[src/rtl/dut_top_unit.sv]
// Registered 4-operation ALU (add, sub, AND, XOR) with a one-cycle
// result latency, a matching valid strobe and a saturating count of
// accepted transactions. All outputs come straight from flops.
module dut_top_unit #(
  parameter int unsigned WIDTH     = 4,
  parameter int unsigned CNT_WIDTH = 16
) (
  input  logic                 clk,
  input  logic                 reset,
  input  logic [WIDTH-1:0]     a,
  input  logic [WIDTH-1:0]     b,
  input  logic [1:0]           op,
  input  logic                 valid,
  output logic [WIDTH:0]       c,
  output logic                 valid_out,
  output logic [CNT_WIDTH-1:0] count
);

  typedef enum logic [1:0] {
    OP_ADD = 2'b00,
    OP_SUB = 2'b01,
    OP_AND = 2'b10,
    OP_XOR = 2'b11
  } op_t;

  logic [WIDTH:0] a_ext;
  logic [WIDTH:0] b_ext;
  logic [WIDTH:0] result;

  assign a_ext = {1'b0, a};
  assign b_ext = {1'b0, b};

  // Next result; the (WIDTH+1)-bit subtraction leaves the borrow in the top bit
  always_comb begin
    result = '0;
    case (op_t'(op))
      OP_ADD:  result = a_ext + b_ext;
      OP_SUB:  result = a_ext - b_ext;
      OP_AND:  result = {1'b0, a & b};
      OP_XOR:  result = {1'b0, a ^ b};
      default: result = '0;
    endcase
  end

  // Capture result and strobe on accepted cycles; c holds when idle
  always_ff @(posedge clk or negedge reset) begin
    if (!reset) begin
      c         <= '0;
      valid_out <= 1'b0;
    end else begin
      valid_out <= valid;
      if (valid) begin
        c <= result;
      end
    end
  end

  // Saturating count of accepted transactions
  always_ff @(posedge clk or negedge reset) begin
    if (!reset) begin
      count <= '0;
    end else if (valid && (count != '1)) begin
      count <= count + 1'b1;
    end
  end

endmodule

[config.mk]
export PLATFORM = sky130hd
export DESIGN_NAME = dut_top_unit
export DESIGN_NICKNAME = d
export VERILOG_FILES = /design/src/rtl/dut_top_unit.sv
export SDC_FILE = /design/constraint.sdc
export NUM_CORES = 1
export LEC_CHECK = 0
export ABC_AREA = 0
export BUFFER_PORTS_ARGS = -buffer_cell sky130_fd_sc_hd__buf_2
export CAP_MARGIN = 10
export CORE_ASPECT_RATIO = 0.6
export CORE_MARGIN = 10
export CORE_UTILIZATION = 35
export CTS_BUF_LIST = sky130_fd_sc_hd__clkbuf_2 sky130_fd_sc_hd__clkbuf_4 sky130_fd_sc_hd__clkbuf_8
export CTS_CLUSTER_SIZE = 30
export DETAILED_ROUTE_END_ITERATION = 16
export SLEW_MARGIN = 20
export SYNTH_ARGS = -nofsm -noshare
export SYNTH_HDL_FRONTEND = slang
export SYNTH_SLANG_ARGS = --single-unit
[constraint.sdc]
create_clock -name clk -period 2.1 [get_ports clk]
set_input_delay 0.42 -clock clk [delete_from_list [all_inputs] [get_ports clk]]
set_output_delay 0.42 -clock clk [all_outputs]
set_load 0.005 [all_outputs]
==> flow_metrics.env, run 1 <==
export IMPL_seq_area_frac_synth_pct=40.07
export IMPL_num_fill_cells=374
export IMPL_cp_start_kind="input port"
export IMPL_dp_cells=222
export IMPL_antenna_found_initial=0
export IMPL_swShare_pct=33.89
export IMPL_io_buffers=34
export IMPL_pwr_share_seq_pct=48.3
export IMPL_wl_per_cell_um=14.68
export IMPL_synthCells=136
export IMPL_mostFrequentLayoutCells="buf_2 (34), dfrtp_1 (22), nor2_1 (14)"
export IMPL_cp_arrival_ps=2160
export IMPL_synth_nets=160
export IMPL_clockBufferDepth=2
export IMPL_cp_max_fo=2
export IMPL_drt_total_wl_um=3302
export IMPL_core_area_mm2=0.003722
export IMPL_yosysWarnings=0
export IMPL_ios=35
export IMPL_p_leak_nw=0.8734
export IMPL_cap_viol_max_count=0
export IMPL_finalNetCount=204
export IMPL_syn2layout_area_growth_pct=23.95
export IMPL_p_switching_uw=437.8
export IMPL_hold_path_class="input port to asynchronous set/reset pin"
export IMPL_vias_per_cell=4.796
export IMPL_synth_top_family_by_area="simple AND/OR/NAND/NOR gates"
export IMPL_place_congestion=0.8445
export IMPL_first_pass_iters=4
export IMPL_cts_tree="built"
export IMPL_fin_cells=225
export IMPL_grt_pass1_vias=1103
export IMPL_p_per_area_mw_per_mm2=758.4
export IMPL_setup_tns_final_ps=0
export IMPL_synth_area_leader_cell="dfrtp_1"
export IMPL_p_clk_share_pct=20.3
export IMPL_drc=0
export IMPL_post_cts_buffers=0
export IMPL_rows=17
export IMPL_yosysUniqueCellTypes=38
export IMPL_final_common_cell="buf_2"
export IMPL_clkLatencyLatePin_ps=260
export IMPL_grt_usage_pct=9.644
export IMPL_final_hold_violation_count=0
export IMPL_vias=1079
export IMPL_postRouteAntennaNets=0
export IMPL_ir_drop_mv=0.3759
export IMPL_synth_xor_area_share_pct=10.20
export IMPL_finalSetupViolations=0
export IMPL_initial_utilization_pct=36.91
export IMPL_grt_pass1_wl_um=5368
export IMPL_cts_htree_levels=1
export IMPL_synth_seq_cells=22
export IMPL_synth_compound_area_share_pct=9.563
export IMPL_drv_slew=0
export IMPL_synth_edff_count=0
export IMPL_slew_headroom_pct=67.15
export IMPL_tightest_slew_ps=492.8
export IMPL_synth_area_mux_share_pct=6.466
export IMPL_fin_skew_ps=2.182
export IMPL_placed_area_mm2=0.001662
export IMPL_drive_gt1_share_pct=31.46
export IMPL_ys_top_cells_by_area="dfrtp_1 (40%), ha_1 (9.1%), xnor2_1 (5.1%)"
export IMPL_hold_buffers=0
export IMPL_crit_type="input port to flop"
export IMPL_timing_final_crit_share_pct=94.89
export IMPL_drt_initial_drc_count=69
export IMPL_yosys_most_used_dff="dfrtp_1"
export IMPL_internal_power_uw=853.8
export IMPL_required_ps=2260
export IMPL_clkTransAtPathRegs_ps=80
export IMPL_combPwrFrac_pct=31.4
export IMPL_worstReg2RegStart="count[0]$_DFFE_PN0P_"
export IMPL_pre_cts_ws_ps=-160.4
export IMPL_outcome="completed"
export IMPL_overflow=0
export IMPL_rsz0062_at_grt="false"
export IMPL_synth_fa_ha_area_share_pct=10.56
export IMPL_grt_max_degree=23
export IMPL_endpoint_kind="flop"
export IMPL_numCtsBuffers=3
export IMPL_period_minus_slack_ps=1993
export IMPL_crit_start="b[1]"
export IMPL_fin_ws_ps=107.3
export IMPL_fmax_mhz=501.8
export IMPL_die_height_um=68.53
export IMPL_hpwl_um=2717
export IMPL_syn_area_mm2=0.001374
export IMPL_async_reset_ff_share_pct=100.0
export IMPL_cts_resized=0
export IMPL_synth_top_cell_area_share_pct=40.07
export IMPL_synth_simple_area_share_pct=19.85
export IMPL_die_area_mm2=0.006913
export IMPL_cts_root_buf="clkbuf_8"
export IMPL_n_antenna_cell=0
export IMPL_fin_area_mm2=0.001703
export IMPL_fp_dieW_um=100.9
export IMPL_cts_sinks=22
export IMPL_avgSynthCellArea_um2=10.10
[power by group through the flow]
| stage | Clock (mW) | Sequential [mW] | Combinational, mW |
|---|---|---|---|
| after detailed placement | 0 | 0.629 | 0.416 |
| final | 0.262 | 0.623 | 0.406 |
| after global routing | 0.287 | 0.639 | 0.455 |
| after floorplan | 0 | 0.624 | 0.233 |
| after global placement | 0 | 0.623 | 0.405 |
| after CTS | 0.271 | 0.623 | 0.418 |
[cells in the mapped netlist (all sizes together) (3+ instances only)]
| cell | n |
|---|---|
| mux2i | 4 |
| nor2 | 14 |
| ha | 10 |
| nand3 | 7 |
| mux2 | 4 |
| nand2 | 9 |
| xnor2 | 8 |
| inv | 8 |
| nand4 | 4 |
| a21oi | 5 |
| nor2b | 3 |
| xor2 | 8 |
| nor3 | 4 |
| dfrtp | 22 |
[logic make-up (layout without fill, tap and decap cells)]
family | after synthesis | after routing
flops | 22 | 22
fa+ha+maj | 11 | 11
compound gates | 17 | 17
simple gates | 51 | 51
buf+inv | 11 | 53
mux | 8 | 8
xor+xnor | 16 | 16
[layer usage]
layer / vias to the layer above / global-route usage [%] / wire, µm / share of wire, %
met4: 0 / 2.105 / 0 / 0
met5: - / 0 / 0 / 0
li1: 560 / - / - / -
met2: 20 / 14.05 / 1432 / 43
met1: 499 / 13.00 / 1627 / 49
met3: 0 / 4.067 / 241 / 7.3
[final cells by class]
cell class	count	area (µm²)	area share, %
Multi-Input combinational cell	103	792.0	46.51
Sequential cell	22	550.5	32.33
Timing Repair Buffer	42	230.2	13.52
Tap cell	47	58.81	3.453
Clock buffer	3	41.29	2.425
Inverter	8	30.03	1.763
[final timing paths]
check | endpoint | slack (ps) | cells past startpoint
max in group asynchronous | count[11]$_DFFE_PN0P_ | 1660 | 1
min reg2reg | c[1]$_DFFE_PN0P_ | 480 | 1
max reg2reg | count[1]$_DFFE_PN0P_ | 260 | 5
min | count[5]$_DFFE_PN0P_ | 110 | 1
max | c[4]$_DFFE_PN0P_ | 110 | 10
min in group clk | valid_out$_DFF_PN0_ | 480 | 2
[sequential cells by signal, summed over array words and instances (netlist names)]
name / cells
valid_out: 1
c: 5
count: 16
[worst max-delay path: stages]
cell	delay, ps
buf_2	90
inv_1	50
ha_1	270
mux2i_2	80
buf_4	140
fa_1	430
a21o_1	180
a21oi_1	170
xnor2_1	90
o31ai_1	230
[per-stage QoR]
| stage | hold WS (ps) | util, % | power, mW |
|---|---|---|---|
| global placement | 412.7 | 44.64 | 1.028 |
| floorplan | 124.4 | - | 0.8572 |
| detailed placement | 418.9 | 44.64 | 1.045 |
| CTS | 133.7 | 45.75 | 1.311 |
| finish | 111.4 | 45.75 | 1.292 |
| global route | 151.4 | 45.75 | 1.381 |
Power figures use the tool's default switching activity.
==> run 2, diff against run 1 <==
--- a/config.mk
+++ b/config.mk
@@ -6,14 +6,18 @@
 export NUM_CORES = 1
 export LEC_CHECK = 0
 export ABC_AREA = 0
+export ABC_CLOCK_PERIOD_IN_PS = 2100
 export BUFFER_PORTS_ARGS = -buffer_cell sky130_fd_sc_hd__buf_2
 export CAP_MARGIN = 10
+export CELL_PAD_IN_SITES_DETAIL_PLACEMENT = 1
+export CELL_PAD_IN_SITES_GLOBAL_PLACEMENT = 1
 export CORE_ASPECT_RATIO = 0.6
 export CORE_MARGIN = 10
 export CORE_UTILIZATION = 35
-export CTS_BUF_LIST = sky130_fd_sc_hd__clkbuf_2 sky130_fd_sc_hd__clkbuf_4 sky130_fd_sc_hd__clkbuf_8
+export CTS_BUF_LIST = sky130_fd_sc_hd__clkbuf_4 sky130_fd_sc_hd__clkbuf_8
 export CTS_CLUSTER_SIZE = 30
 export DETAILED_ROUTE_END_ITERATION = 16
+export PLACE_DENSITY_LB_ADDON = 0.1
 export SLEW_MARGIN = 20
 export SYNTH_ARGS = -nofsm -noshare
 export SYNTH_HDL_FRONTEND = slang
==> run 2 against run 1 <==
Clock power grew 19%. Cell area grew 2.1%. Largest cell class unchanged. Global-route usage grew 2.4 points. Setup slack gained 4.4 ps. Critical path depth is the same. Final cell count grew 1.8%. Critical endpoint unchanged.
==> flow_metrics.env, run 2 (synthesized netlist as in run 1, its figures left out) <==
export IMPL_outcome="completed"
export IMPL_ir_drop_mv=0.5667
export IMPL_post_cts_buffers=0
export IMPL_die_height_um=68.53
export IMPL_drt_initial_drc_count=32
export IMPL_drive_gt1_share_pct=32.97
export IMPL_cts_htree_levels=1
export IMPL_internal_power_uw=905.1
export IMPL_grt_usage_pct=12.07
export IMPL_max_stage_delay_ps=430
export IMPL_drc=0
export IMPL_cts_root_buf="clkbuf_8"
export IMPL_finalSetupViolations=0
export IMPL_timing_final_crit_share_pct=94.68
export IMPL_hold_buffers=0
export IMPL_rr_endpoint="count[1]$_DFFE_PN0P_"
export IMPL_p_switching_uw=481.1
export IMPL_grt_max_degree=23
export IMPL_first_pass_iters=4
export IMPL_crit_type="input port to flop"
export IMPL_vias_per_cell=5.109
export IMPL_wl_per_cell_um=17.31
export IMPL_endpoint_kind="flop"
export IMPL_cp_max_fo=2
export IMPL_finalNetCount=207
export IMPL_initial_utilization_pct=36.91
export IMPL_cap_viol_max_count=0
export IMPL_final_hold_violation_count=0
export IMPL_fmax_mhz=502.9
export IMPL_grt_pass1_wl_um=6679
export IMPL_top_register="count"
export IMPL_cpMaxStageDelayCell="fa_1"
export IMPL_pwr_share_seq_pct=46.1
export IMPL_p_per_area_mw_per_mm2=797.1
export IMPL_worstPathCellList="buf_2 -> inv_1 -> ha_1 -> mux2i_2 -> buf_4 -> fa_1 -> a21o_1 -> a21oi_1 -> xnor2_1 -> o31ai_1"
export IMPL_hold_slack_ps=118.2
export IMPL_cts_resized=0
export IMPL_r2r_cells=5
export IMPL_syn2layout_area_growth_pct=26.59
export IMPL_final_common_cell="buf_2"
export IMPL_tightest_slew_ps=516.2
export IMPL_n_antenna_cell=0
export IMPL_cts_sinks=22
export IMPL_worstReg2RegStart="count[0]$_DFFE_PN0P_"
export IMPL_slew_headroom_pct=65.59
export IMPL_period_minus_slack_ps=1988
export IMPL_clkTransAtPathRegs_ps=80
export IMPL_fin_util_pct=46.72
export IMPL_crit_family="adder cells"
export IMPL_path_buf_inv=3
export IMPL_p_leak_nw=0.8948
export IMPL_cts_tree="built"
export IMPL_mostFrequentLayoutCells="buf_2 (34), dfrtp_1 (22), nor2_1 (14)"
export IMPL_fin_area_mm2=0.001739
export IMPL_hpwl_um=3279
export IMPL_p_clk_share_pct=22.6
export IMPL_place_congestion=0.7635
export IMPL_die_area_mm2=0.006913
export IMPL_clkLatencyLatePin_ps=270
export IMPL_fin_skew_ps=4.386
export IMPL_grt_pass1_vias=1298
export IMPL_core_area_mm2=0.003722
export IMPL_vias=1170
export IMPL_swShare_pct=34.71
export IMPL_io_buffers=34
export IMPL_clockBufferDepth=2
export IMPL_hold_path_class="input port to asynchronous set/reset pin"
export IMPL_cp_arrival_ps=2170
export IMPL_overflow=0
export IMPL_fp_dieW_um=100.9
export IMPL_ios=35
export IMPL_numCtsBuffers=3
export IMPL_placed_area_mm2=0.001684
export IMPL_rows=17
export IMPL_num_fill_cells=433
export IMPL_postRouteAntennaNets=0
export IMPL_required_ps=2280
export IMPL_top_regs="count (16), c (5), valid_out (1)"
export IMPL_drv_slew=0
export IMPL_largest_register_ffs=16
export IMPL_drt_total_wl_um=3964
export IMPL_cp_start_kind="input port"
export IMPL_r2r_slack_ps=190
export IMPL_antenna_found_initial=0
export IMPL_combPwrFrac_pct=31.3
export IMPL_rsz0062_at_grt="false"
==> run 2: cell types whose count changed in the layout (fill, tap and decap cells not counted), sizes merged <==
cell	previous run	this run
clkbuf	3	4
buf	42	45
==> run 2: routing by layer <==
| metal | GRT usage (%) | vias up | part of all wire (%) |
|---|---|---|---|
| met5 | 0 | - | 0 |
| met4 | 1.579 | 0 | 0.23 |
| met3 | 4.762 | 3 | 7.1 |
| met2 | 18.73 | 20 | 42 |
| met1 | 15.98 | 577 | 50 |
| li1 | - | 570 | - |
==> run 2: worst max path at each step <==
stage | startpoint | endpoint | slack (ps) | depth (start not counted)
2_1_floorplan | op[0] | c[3]$_DFFE_PN0P_ | -40 | 8
3_5_place_dp | b[0] | c[3]$_DFFE_PN0P_ | -180 | 9
4_1_cts | b[0] | c[3]$_DFFE_PN0P_ | 110 | 9
3_3_place_gp | b[0] | c[3]$_DFFE_PN0P_ | -90 | 9
6_report | b[0] | c[4]$_DFFE_PN0P_ | 110 | 10
5_1_grt | b[1] | c[4]$_DFFE_PN0P_ | 9 | 10
==> run 2: metrics by stage <==
stage	setup WS (ps)	total power [mW]	setup TNS [ps]	std cells
after floorplan	-43.61	0.8572	-43.61	136
after global placement	-90.15	1.051	-150.0	225
after detailed placement	-181.5	1.091	-348.0	225
after CTS	105.3	1.412	0	229
after global routing	9.004	1.500	0	229
final	111.7	1.386	0	229
==> run 2: power groups by stage <==
| stage | Sequential, mW | Clock, mW | Combinational, mW |
|---|---|---|---|
| 5_1_grt | 0.656 | 0.352 | 0.492 |
| 6_report | 0.639 | 0.313 | 0.434 |
| 3_5_place_dp | 0.647 | 0 | 0.444 |
| 4_1_cts | 0.638 | 0.326 | 0.448 |
| 3_3_place_gp | 0.628 | 0 | 0.422 |
| 2_1_floorplan | 0.624 | 0 | 0.233 |
==> run 2: worst register-to-register path, cell delays in order (launching register included) <==
cell	delay, ps
dfrtp_1	430
ha_1	270
nand4_1	210
o41ai_4	360
buf_4	230
mux2_4	310
==> run 2: cell type report <==
| class | count | area (µm²) | area share (%) |
|---|---|---|---|
| multi-input cells | 103 | 792.0 | 45.54 |
| flip-flops and latches | 22 | 550.5 | 31.65 |
| repair buffers | 45 | 252.7 | 14.53 |
| well taps | 47 | 58.81 | 3.381 |
| clock buffers | 4 | 55.05 | 3.165 |
| inverters | 8 | 30.03 | 1.727 |
==> run 3, diff against run 2 <==
--- a/config.mk
+++ b/config.mk
@@ -17,6 +17,7 @@
 export CTS_BUF_LIST = sky130_fd_sc_hd__clkbuf_4 sky130_fd_sc_hd__clkbuf_8
 export CTS_CLUSTER_SIZE = 30
 export DETAILED_ROUTE_END_ITERATION = 16
+export MAX_ROUTING_LAYER = met4
 export PLACE_DENSITY_LB_ADDON = 0.1
 export SLEW_MARGIN = 20
 export SYNTH_ARGS = -nofsm -noshare
==> run 3 against run 2 <==
Sequential cell count did not move. Clock power barely moved. Cell area did not move. Combinational power barely moved. Global-route usage rose by 0.38 points. Critical endpoint unchanged. Core utilization did not move. Register-to-register slack barely moved. Critical path depth did not move. First-iteration DRC count rose by 3.1%. Routed wire length barely moved. Clock-buffer cell count did not move.
==> flow_metrics.env, run 3 (synthesized netlist as in run 1, its figures left out) <==
export IMPL_die_height_um=68.53
export IMPL_ir_drop_mv=0.5665
export IMPL_vias_per_cell=5.105
export IMPL_drive_gt1_share_pct=32.97
export IMPL_wl_per_cell_um=17.30
export IMPL_r2r_slack_ps=190
export IMPL_cts_htree_levels=1
export IMPL_hpwl_um=3279
export IMPL_period_minus_slack_ps=1988
export IMPL_io_buffers=34
export IMPL_cap_viol_max_count=0
export IMPL_path_buf_inv=3
export IMPL_rr_endpoint="count[1]$_DFFE_PN0P_"
export IMPL_core_area_mm2=0.003722
export IMPL_final_hold_violation_count=0
export IMPL_first_pass_iters=4
export IMPL_cts_resized=0
export IMPL_cpMaxStageDelayCell="fa_1"
export IMPL_fin_util_pct=46.72
export IMPL_cp_max_fo=2
export IMPL_clkLatencyLatePin_ps=270
export IMPL_numCtsBuffers=3
export IMPL_cts_tree="built"
export IMPL_p_per_area_mw_per_mm2=798.0
export IMPL_cp_start_kind="input port"
export IMPL_cts_root_buf="clkbuf_8"
export IMPL_max_stage_delay_ps=430
export IMPL_drc=0
export IMPL_post_cts_buffers=0
export IMPL_fin_skew_ps=4.440
export IMPL_dp_cells=225
export IMPL_fmax_mhz=502.9
export IMPL_cp_arrival_ps=2170
export IMPL_r2r_cells=5
export IMPL_required_ps=2280
export IMPL_fp_dieW_um=100.9
export IMPL_drv_slew=0
export IMPL_rows=17
export IMPL_grt_pass1_wl_um=6665
export IMPL_pre_cts_ws_ps=-181.5
export IMPL_n_antenna_cell=0
export IMPL_die_area_mm2=0.006913
export IMPL_grt_pass1_vias=1302
export IMPL_endpoint_kind="flop"
export IMPL_cts_sinks=22
export IMPL_clkTransAtPathRegs_ps=80
export IMPL_fin_ws_ps=111.7
export IMPL_outcome="completed"
export IMPL_finalNetCount=207
export IMPL_fin_area_mm2=0.001739
export IMPL_hold_buffers=0
export IMPL_top_register="count"
export IMPL_placed_area_mm2=0.001684
export IMPL_worstReg2RegStart="count[0]$_DFFE_PN0P_"
export IMPL_postRouteAntennaNets=0
export IMPL_top_regs="count (16), c (5), valid_out (1)"
export IMPL_syn2layout_area_growth_pct=26.59
export IMPL_mostFrequentLayoutCells="buf_2 (34), dfrtp_1 (22), nor2_1 (14)"
export IMPL_fin_cells=229
export IMPL_timing_final_crit_share_pct=94.68
export IMPL_initial_utilization_pct=36.91
export IMPL_finalSetupViolations=0
export IMPL_grt_usage_pct=12.45
export IMPL_hold_path_class="input port to asynchronous set/reset pin"
export IMPL_clockBufferDepth=2
export IMPL_largest_register_ffs=16
export IMPL_ios=35
export IMPL_grt_max_degree=23
export IMPL_drt_total_wl_um=3962
export IMPL_antenna_found_initial=0
export IMPL_drt_initial_drc_count=33
export IMPL_tightest_slew_ps=516.0
export IMPL_place_congestion=0.7735
export IMPL_overflow=0
export IMPL_crit_type="input port to flop"
export IMPL_vias=1169
export IMPL_p_leak_nw=0.8948
export IMPL_rsz0062_at_grt="false"
export IMPL_final_common_cell="buf_2"
export IMPL_worstPathCellList="buf_2 -> inv_1 -> ha_1 -> mux2i_2 -> buf_4 -> fa_1 -> a21o_1 -> a21oi_1 -> xnor2_1 -> o31ai_1"
export IMPL_slew_headroom_pct=65.60
export IMPL_crit_family="adder cells"
[run 3: layer usage]
layer	up-vias	GRT usage, %	wire length, µm	part of all wire [%]
met2	20	18.73	1678	42
met4	0	1.579	9	0.23
met5	-	-	0	0
met1	577	16.91	2107	53
met3	3	3.175	166	4.2
li1	569	-	-	-
[run 3: area by class of cell]
cell class                 count  area (µm²)
fill                         433        1983
multi-input combinational    103       792.0
sequential                    22       550.5
timing repair buffer          45       252.7
tap                           47       58.81
clock buffer                   4       55.05
inverter                       8       30.03
[run 3: power by group]
group / internal [mW] / total (mW) / switching (mW)
clock: 0.167 / 0.313 / 0.146
sequential: 0.511 / 0.639 / 0.128
combinational: 0.227 / 0.436 / 0.208
[run 3: worst max-delay path by stage]
stage	from	to	slack [ps]	cells past startpoint
2_1_floorplan	op[0]	c[3]$_DFFE_PN0P_	-40	8
3_3_place_gp	b[0]	c[3]$_DFFE_PN0P_	-90	9
3_5_place_dp	b[0]	c[3]$_DFFE_PN0P_	-180	9
4_1_cts	b[0]	c[3]$_DFFE_PN0P_	110	9
5_1_grt	b[1]	c[4]$_DFFE_PN0P_	9	10
6_report	b[0]	c[4]$_DFFE_PN0P_	110	10
[run 3: per-stage QoR]
| step | setup TNS, ps | total power, mW | hold WS (ps) |
|---|---|---|---|
| 3_5_place_dp | -348.0 | 1.091 | 429.1 |
| 3_3_place_gp | -150.0 | 1.051 | 416.4 |
| 5_1_grt | 0 | 1.498 | 140.3 |
| 6_report | 0 | 1.388 | 118.2 |
| 2_1_floorplan | -43.61 | 0.8572 | 124.4 |
| 4_1_cts | 0 | 1.412 | 133.0 |
[run 3: worst reg2reg max path, delay by kind of cell, from the launching register on]
kind            cells  cell delay [ps]
flops               1              430
compound gates      1              360
mux                 1              310
fa+ha+maj           1              270
buf+inv             1              230
simple gates        1              210
